==> src/rtl/dec_fn_pkg.sv <==
// dec_fn_pkg: shared widths, mask type and the one-hot decode helper
// used by the dec_fn_pipe decoder/function-generator slice.
package dec_fn_pkg;

  // Widest select the slice supports. onehot() returns a vector sized for it.
  localparam int N_MAX = 6;
  localparam int N     = 3;
  localparam int W     = 1 << N;

  typedef logic [W-1:0] mask_t;

  // Returns 1 << w over 2^N_MAX lines, or all zero when en is low.
  // Select bits above n are dropped, so callers can truncate to 2^n lines.
  function automatic logic [(1<<N_MAX)-1:0] onehot(input int n,
                                                   input logic [N_MAX-1:0] w,
                                                   input logic en);
    logic [N_MAX-1:0] wm;
    wm = w & N_MAX'((1 << n) - 1);
    onehot = '0;
    onehot[wm] = en;
  endfunction

endpackage

==> src/rtl/dec_onehot.sv <==
// dec_onehot: combinational N-to-2^N decoder with enable.
module dec_onehot
  import dec_fn_pkg::*;
#(
  parameter int N = 3
) (
  input  logic [N-1:0]      w,
  input  logic              en,
  output logic [(1<<N)-1:0] y
);

  localparam int WID = 1 << N;

  assign y = WID'(onehot(N, N_MAX'(w), en));

endmodule

==> src/rtl/dec_fn_pipe.sv <==
// dec_fn_pipe: two-stage registered decoder plus programmable minterm
// function f = |(y & mask). Optional saturating hit counter under the
// HIT_CNT_EN macro; without it hit_cnt is constant zero.
module dec_fn_pipe
  import dec_fn_pkg::*;
#(
  parameter int               N        = 3,
  parameter int               CNT_W    = 16,
  parameter logic [(1<<N)-1:0] MASK_RST = '0
) (
  input  logic              clk,
  input  logic              rst,
  input  logic              en,
  input  logic              in_valid,
  input  logic [N-1:0]      w,
  input  logic              mask_we,
  input  logic [(1<<N)-1:0] mask_in,
  input  logic              cnt_clr,
  output logic [(1<<N)-1:0] y,
  output logic              f,
  output logic              out_valid,
  output logic [CNT_W-1:0]  hit_cnt
);

  localparam int WID = 1 << N;

  logic           s1_valid;
  logic [WID-1:0] s1_y;
  logic [WID-1:0] dec_y;
  logic [WID-1:0] mask_q;
  logic           hit;

  dec_onehot #(.N(N)) u_dec (
    .w  (w),
    .en (en),
    .y  (dec_y)
  );

  // Stage 2 reads the mask as it was before the current edge, so a write
  // never splits a result between old and new mask.
  assign hit = |(s1_y & mask_q);

  // Minterm mask register
  always_ff @(posedge clk or posedge rst) begin
    if (rst)          mask_q <= MASK_RST;
    else if (mask_we) mask_q <= mask_in;
  end

  // Stage 1: capture decoded lines; hold them across idle cycles
  always_ff @(posedge clk or posedge rst) begin
    if (rst) begin
      s1_valid <= 1'b0;
      s1_y     <= '0;
    end else begin
      s1_valid <= in_valid;
      if (in_valid) s1_y <= dec_y;
    end
  end

  // Stage 2: publish lines and function result; y/f hold when no result
  always_ff @(posedge clk or posedge rst) begin
    if (rst) begin
      out_valid <= 1'b0;
      y         <= '0;
      f         <= 1'b0;
    end else begin
      out_valid <= s1_valid;
      if (s1_valid) begin
        y <= s1_y;
        f <= hit;
      end
    end
  end

`ifdef HIT_CNT_EN
  logic [CNT_W-1:0] cnt_q;

  // Saturating count of valid f=1 results; clear beats increment
  always_ff @(posedge clk or posedge rst) begin
    if (rst)                                   cnt_q <= '0;
    else if (cnt_clr)                          cnt_q <= '0;
    else if (s1_valid && hit && (cnt_q != '1)) cnt_q <= cnt_q + 1'b1;
  end

  assign hit_cnt = cnt_q;
`else
  logic unused_cnt_clr;
  assign unused_cnt_clr = cnt_clr;
  assign hit_cnt        = '0;
`endif

endmodule

==> config.mk <==
export PLATFORM = sky130hd
export DESIGN_NAME = dec_fn_pipe
export DESIGN_NICKNAME = d
export VERILOG_FILES = /design/src/rtl/dec_fn_pkg.sv /design/src/rtl/dec_onehot.sv /design/src/rtl/dec_fn_pipe.sv
export SDC_FILE = /design/constraint.sdc
export NUM_CORES = 1
export LEC_CHECK = 0
export ABC_AREA = 0
export BUFFER_PORTS_ARGS = -buffer_cell sky130_fd_sc_hd__buf_2
export CAP_MARGIN = 25
export CORE_ASPECT_RATIO = 0.6
export CORE_UTILIZATION = 50
export CTS_CLUSTER_SIZE = 20
export DETAILED_ROUTE_END_ITERATION = 7
export PLACE_DENSITY = 0.8
export SLEW_MARGIN = 10
export SYNTH_ARGS = -nofsm -noshare
export SYNTH_HDL_FRONTEND = slang
export SYNTH_SLANG_ARGS = --single-unit
==> constraint.sdc <==
create_clock -name clk -period 2.6 [get_ports clk]
set_input_delay 0.13 -clock clk [delete_from_list [all_inputs] [get_ports clk]]
set_output_delay 0.13 -clock clk [all_outputs]
set_load 0.01 [all_outputs]
### Word-level counts from Yosys, hierarchy flattened

Index checks and enable logic that the tools add are counted.

| cells by class | value |
|---|---|
| reductions and logical operators | 2 |
| multiplexer cells | 2 |
| bitwise logic cells | 2 |
| $lt $le $gt $ge | 2 |

Operator list:

| kind | number |
|---|---|
| 8-bit bitwise AND | 2 |
| 8-bit OR reduction | 1 |
| 3-bit by 7-bit < comparator with 1-bit output (second input constant) | 1 |
| 1-bit demux with 3-bit select | 1 |
| 3-bit by 1-bit >= comparator with 1-bit output (second input constant) | 1 |
| 1-bit logical AND | 1 |
| 1-bit two-way mux | 1 |

| storage, ports and cells | value |
|---|---|
| register bits after elaboration | 27 |
| output and inout port bits | 26 |
| word-level logic and storage cells | 14 |
| input bits | 17 |

### Longest topological paths before layout

| logic depth | value |
|---|---|
| depth after elaboration | 5 |
| gate-level depth with buffers | 3 |
| depth with buffers taken out | 3 |

### By module

From an unflattened synthesis, not the netlist that was laid out.

| second synthesis, totals | value |
|---|---|
| cell total of the unflattened synthesis | 86 |
| area, all modules | 1243.7 um^2 |

By module, submodules not included:

| module | area each (um^2) | times used | cells each | seq. area each (um^2) |
|---|---|---|---|---|
| dec_fn_pipe | 1147.4 | 1 | 78 | 675.6 |
| dec_onehot | 96.3 | 1 | 8 | 0.0 |

### Least setup slack after synthesis

No wires, ideal clock.

| timing path | value |
|---|---|
| path type | register to register |
| start point | reg s1_y[6] |
| end point | reg f |
| period minus slack after synthesis | 0.998 ns |
| buffers on the path | 0 |
| slack | 1.602 ns |
| library setup time | 0.132 ns |
| cell stages (with the launch flop) | 4 |
| arrival time | 0.866 ns |
| data required time | 2.468 ns |
| cell sequence | dfrtp_1 a22o_2 a221oi_2 a31oi_1 |

| on the way | value |
|---|---|
| word-level cells in the longest chain between the ends | 2 |

Ends and longest elaborated chain:

| what | line | RTL |
|---|---|---|
| from (decl) | dec_fn_pipe.sv:28 | `logic [WID-1:0] s1_y;` |
| from (signal assigned) | dec_fn_pipe.sv:56 | `if (in_valid) s1_y <= dec_y;` |
| 8-bit bitwise AND | dec_fn_pipe.sv:41 | `assign hit = \|(s1_y & mask_q);` |
| 8-bit OR reduction | dec_fn_pipe.sv:41 |  |
| to (signal assigned) | dec_fn_pipe.sv:70 | `f <= hit;` |
| to (decl) | dec_fn_pipe.sv:20 | `output logic f,` |

Every way passes these cells.
A chain may end at the register's enable or synchronous reset.

### Worst setup path in the final report

| timing path | value |
|---|---|
| start point | reg s1_valid |
| end point | reg y[0] |

RTL lines:

| what | line | RTL |
|---|---|---|
| from (decl) | dec_fn_pipe.sv:27 | `logic s1_valid;` |
| from (signal assigned) | dec_fn_pipe.sv:55 | `s1_valid <= in_valid;` |
| to (signal assigned) | dec_fn_pipe.sv:69 | `y <= s1_y;` |
| to (decl) | dec_fn_pipe.sv:19 | `output logic [(1<<N)-1:0] y,` |

No word-level cell between the ends.

==> results.md <==
* Die Y at 40.0 um
* DRT antenna net count at 0
* Number of post-CTS setup repair buffers at 0
* # diodes at 0
* Final setup viols at 0
* DR iter-0 viols at 6
* Nets@finish at 143
* Port bufs at 25
* Routed wire length at 2000 um
* Setup Total Neg Slack at 0 ns
* WL/cell at between 10 and 15 um
* Vias post-DR at 740
* Most frequent cells in the layout: dfrtp_1, buf_2, mux2_2, conb_1, inv_1
* Layout Cell Area excl Fill at approximately 1400 um2
* # placed instances at approximately 150
* Final worst path period need at around 1.1 ns
* WP data required at around 2.8 ns
* H-tree Lvls at 1
* Die Area at 2610 um2
* Synth area leaders: dfrtp_1, mux2_2, buf_4
* Critical Path, Cell by Cell: mux2_2
* Highest Signal Layer: met4
* Clk slew on worst S/H paths at 0.08 ns
* Final period util at between 40 and 50%
* Startpoint class of the critical path: register
* Slowest CP cell: dfrtp_1
* Synthesis-to-finish area growth at 13.8%
* VDD IR-drop max at around 0.00044 V
* Crit path max fanout at 11
* Sequential share of the synthesized area at between 50% and 60%
* DR vias/cell at 4.77
* Synthesized area per cell at 12.3 um2
* Post-CTS resize count at 0
* # DRC at 0
* Fillers at between 150 and 200
* Die boundary width at about 65 um
* Commonest non-fill, non-tap cell in the layout: dfrtp_1
* Fraction of layout cells with a size suffix above 1 at between 30% and 40%
* Max clock buf depth at 2
* GRT Total Usage at between 10% and 20%
* CP delay by family, top: flip-flops
* RSZ-0062 raised after global routing: no
* Gpl congestion at a little under 0.8
* Initial antenna violation count at 0
* Met1 WL at a little over 900 um
* Power per Cell Area at ~580 nW/um2
* Num Clock Sinks at 27
* Clock skew at ~0.0019 ns
* Row count at 13
* First-pass GRT wire length at 3170 um
* 1st-pass router iterations at 2
* Setup crit end kind: register
* Clock buffer count from CTS at 3
* Skew-Pair Late Insertion Delay at between 0.2 and 0.3 ns
* P_leak at a little under 0.7 nW
* Top cell type's share of synthesized area at 56.2%
* Largest net degree at the start of global routing at 28
* Starting Density at 54.4%
* Crit path largest cell delay at 0.61 ns
* Top Ports at 43
* Clk root buf: clkbuf_8
* Total power at 0.787 mW
* F_max at about 0.9 GHz
* Max-Cap Viols at 0
* Syn. warnings at 0
* CTS Hold Buffers Added at 0
* WL met2 at slightly above 900 um
* Status: finished clean
* Layout Cells excl Fill at roughly 160
* DR WL met3 at about 130 um
* CTS tree: built
* Crit path buffers/inverters at 0
* Worst path arrival time at about 1.3 ns
* Fin. Hold Viols at 0
* Post-synthesis cell count at around 100
* Crit Path Class: register to register
* Core area at 2210 um2
* Total grt overflow at 0
* Register bit count reported by yosys at 27
* Hold Path Class: input pin to register
* Vias in the first global route at a little under 700
* Count of different cell masters after synthesis at 17
* Slew Viols, Final at 0
* Yosys top cell by area: dfrtp_1
* Placed Instance Area at 1290 um2
* DP Wirelength at between 1000 and 1500 um
* Synth Cell Area at ~1200 um2
area by class of cell:
| class | instances | area [um2] | area share (%) |
|---|---|---|---|
| Timing Repair Buffer | 27 | 163 | 11.9 |
| Inverter | 9 | 33.8 | 2.47 |
| Clock buffer | 4 | 45.0 | 3.29 |
| Sequential cell | 27 | 676 | 49.4 |
| Tap cell | 30 | 37.5 | 2.74 |
| Multi-Input combinational cell | 58 | 414 | 30.3 |
final timing paths:
path | depth (start not counted) | from | endpoint | slack, ns
worst max-delay path | 1 | s1_valid$_DFF_PP0_ | y[0]$_DFFE_PP0P_ | 1.48
min in group asynchronous | 3 | rst | mask_q[7]$_DFFE_PP0P_ | 0.33
max in group asynchronous | 4 | rst | mask_q[6]$_DFFE_PP0P_ | 1.88
worst max register to register | 1 | s1_valid$_DFF_PP0_ | y[0]$_DFFE_PP0P_ | 1.48
worst min register to register | 1 | y[1]$_DFFE_PP0P_ | y[1]$_DFFE_PP0P_ | 0.51
worst min-delay path | 2 | mask_in[6] | mask_q[6]$_DFFE_PP0P_ | 0.09
sequential cells by signal (all words and copies together) (netlist names):
signal,flops
f,1
mask_q,8
out_valid,1
s1_valid,1
s1_y,8
y,8
per-layer routing:
metal  up-vias  track usage [%]
met5         -                0
met4         0             8.15
met3         4             6.82
met2        25             29.9
met1       352             22.1
li1        359                -
Yosys cell counts (all sizes together):
cell type  number
a221oi          2
a22o            2
a31oi           1
and2b           1
buf            19
conb            1
dfrtp          27
inv             9
mux2           16
mux2i           1
nand3           3
nand4           5
nor2            2
nor2b           2
o21ai           7
stage by stage:
stage / hold slack [ns] / utilization (%) / setup slack [ns]
5_1_grt: 0.0884 / 61.9 / 1.40
4_1_cts: 0.0788 / 60.2 / 1.48
3_3_place_gp: 0.362 / 58.1 / 1.52
2_1_floorplan: 0.161 / - / 1.60
3_5_place_dp: 0.364 / 58.1 / 1.49
6_report: 0.0873 / 61.9 / 1.48
logic make-up (layout without fill, tap and decap cells):
family / after synthesis / after routing / synth area share, %
buffers and inverters: 28 / 40 / 14.0
DFF: 27 / 27 / 56.2
muxes: 17 / 17 / 15.8
and+or+nand+nor: 13 / 13 / 6.14
AOI/OAI and AO/OA: 12 / 12 / 7.49
other: 1 / 16 / 0.312
power breakdown:
part           leakage (nW)  internal (mW)  switching [mW]
sequential            0.348          0.447          0.0201
clock                0.0228          0.110           0.116
combinational         0.318         0.0456          0.0498
total                 0.689          0.602           0.186
Power figures use the tool's default switching activity.
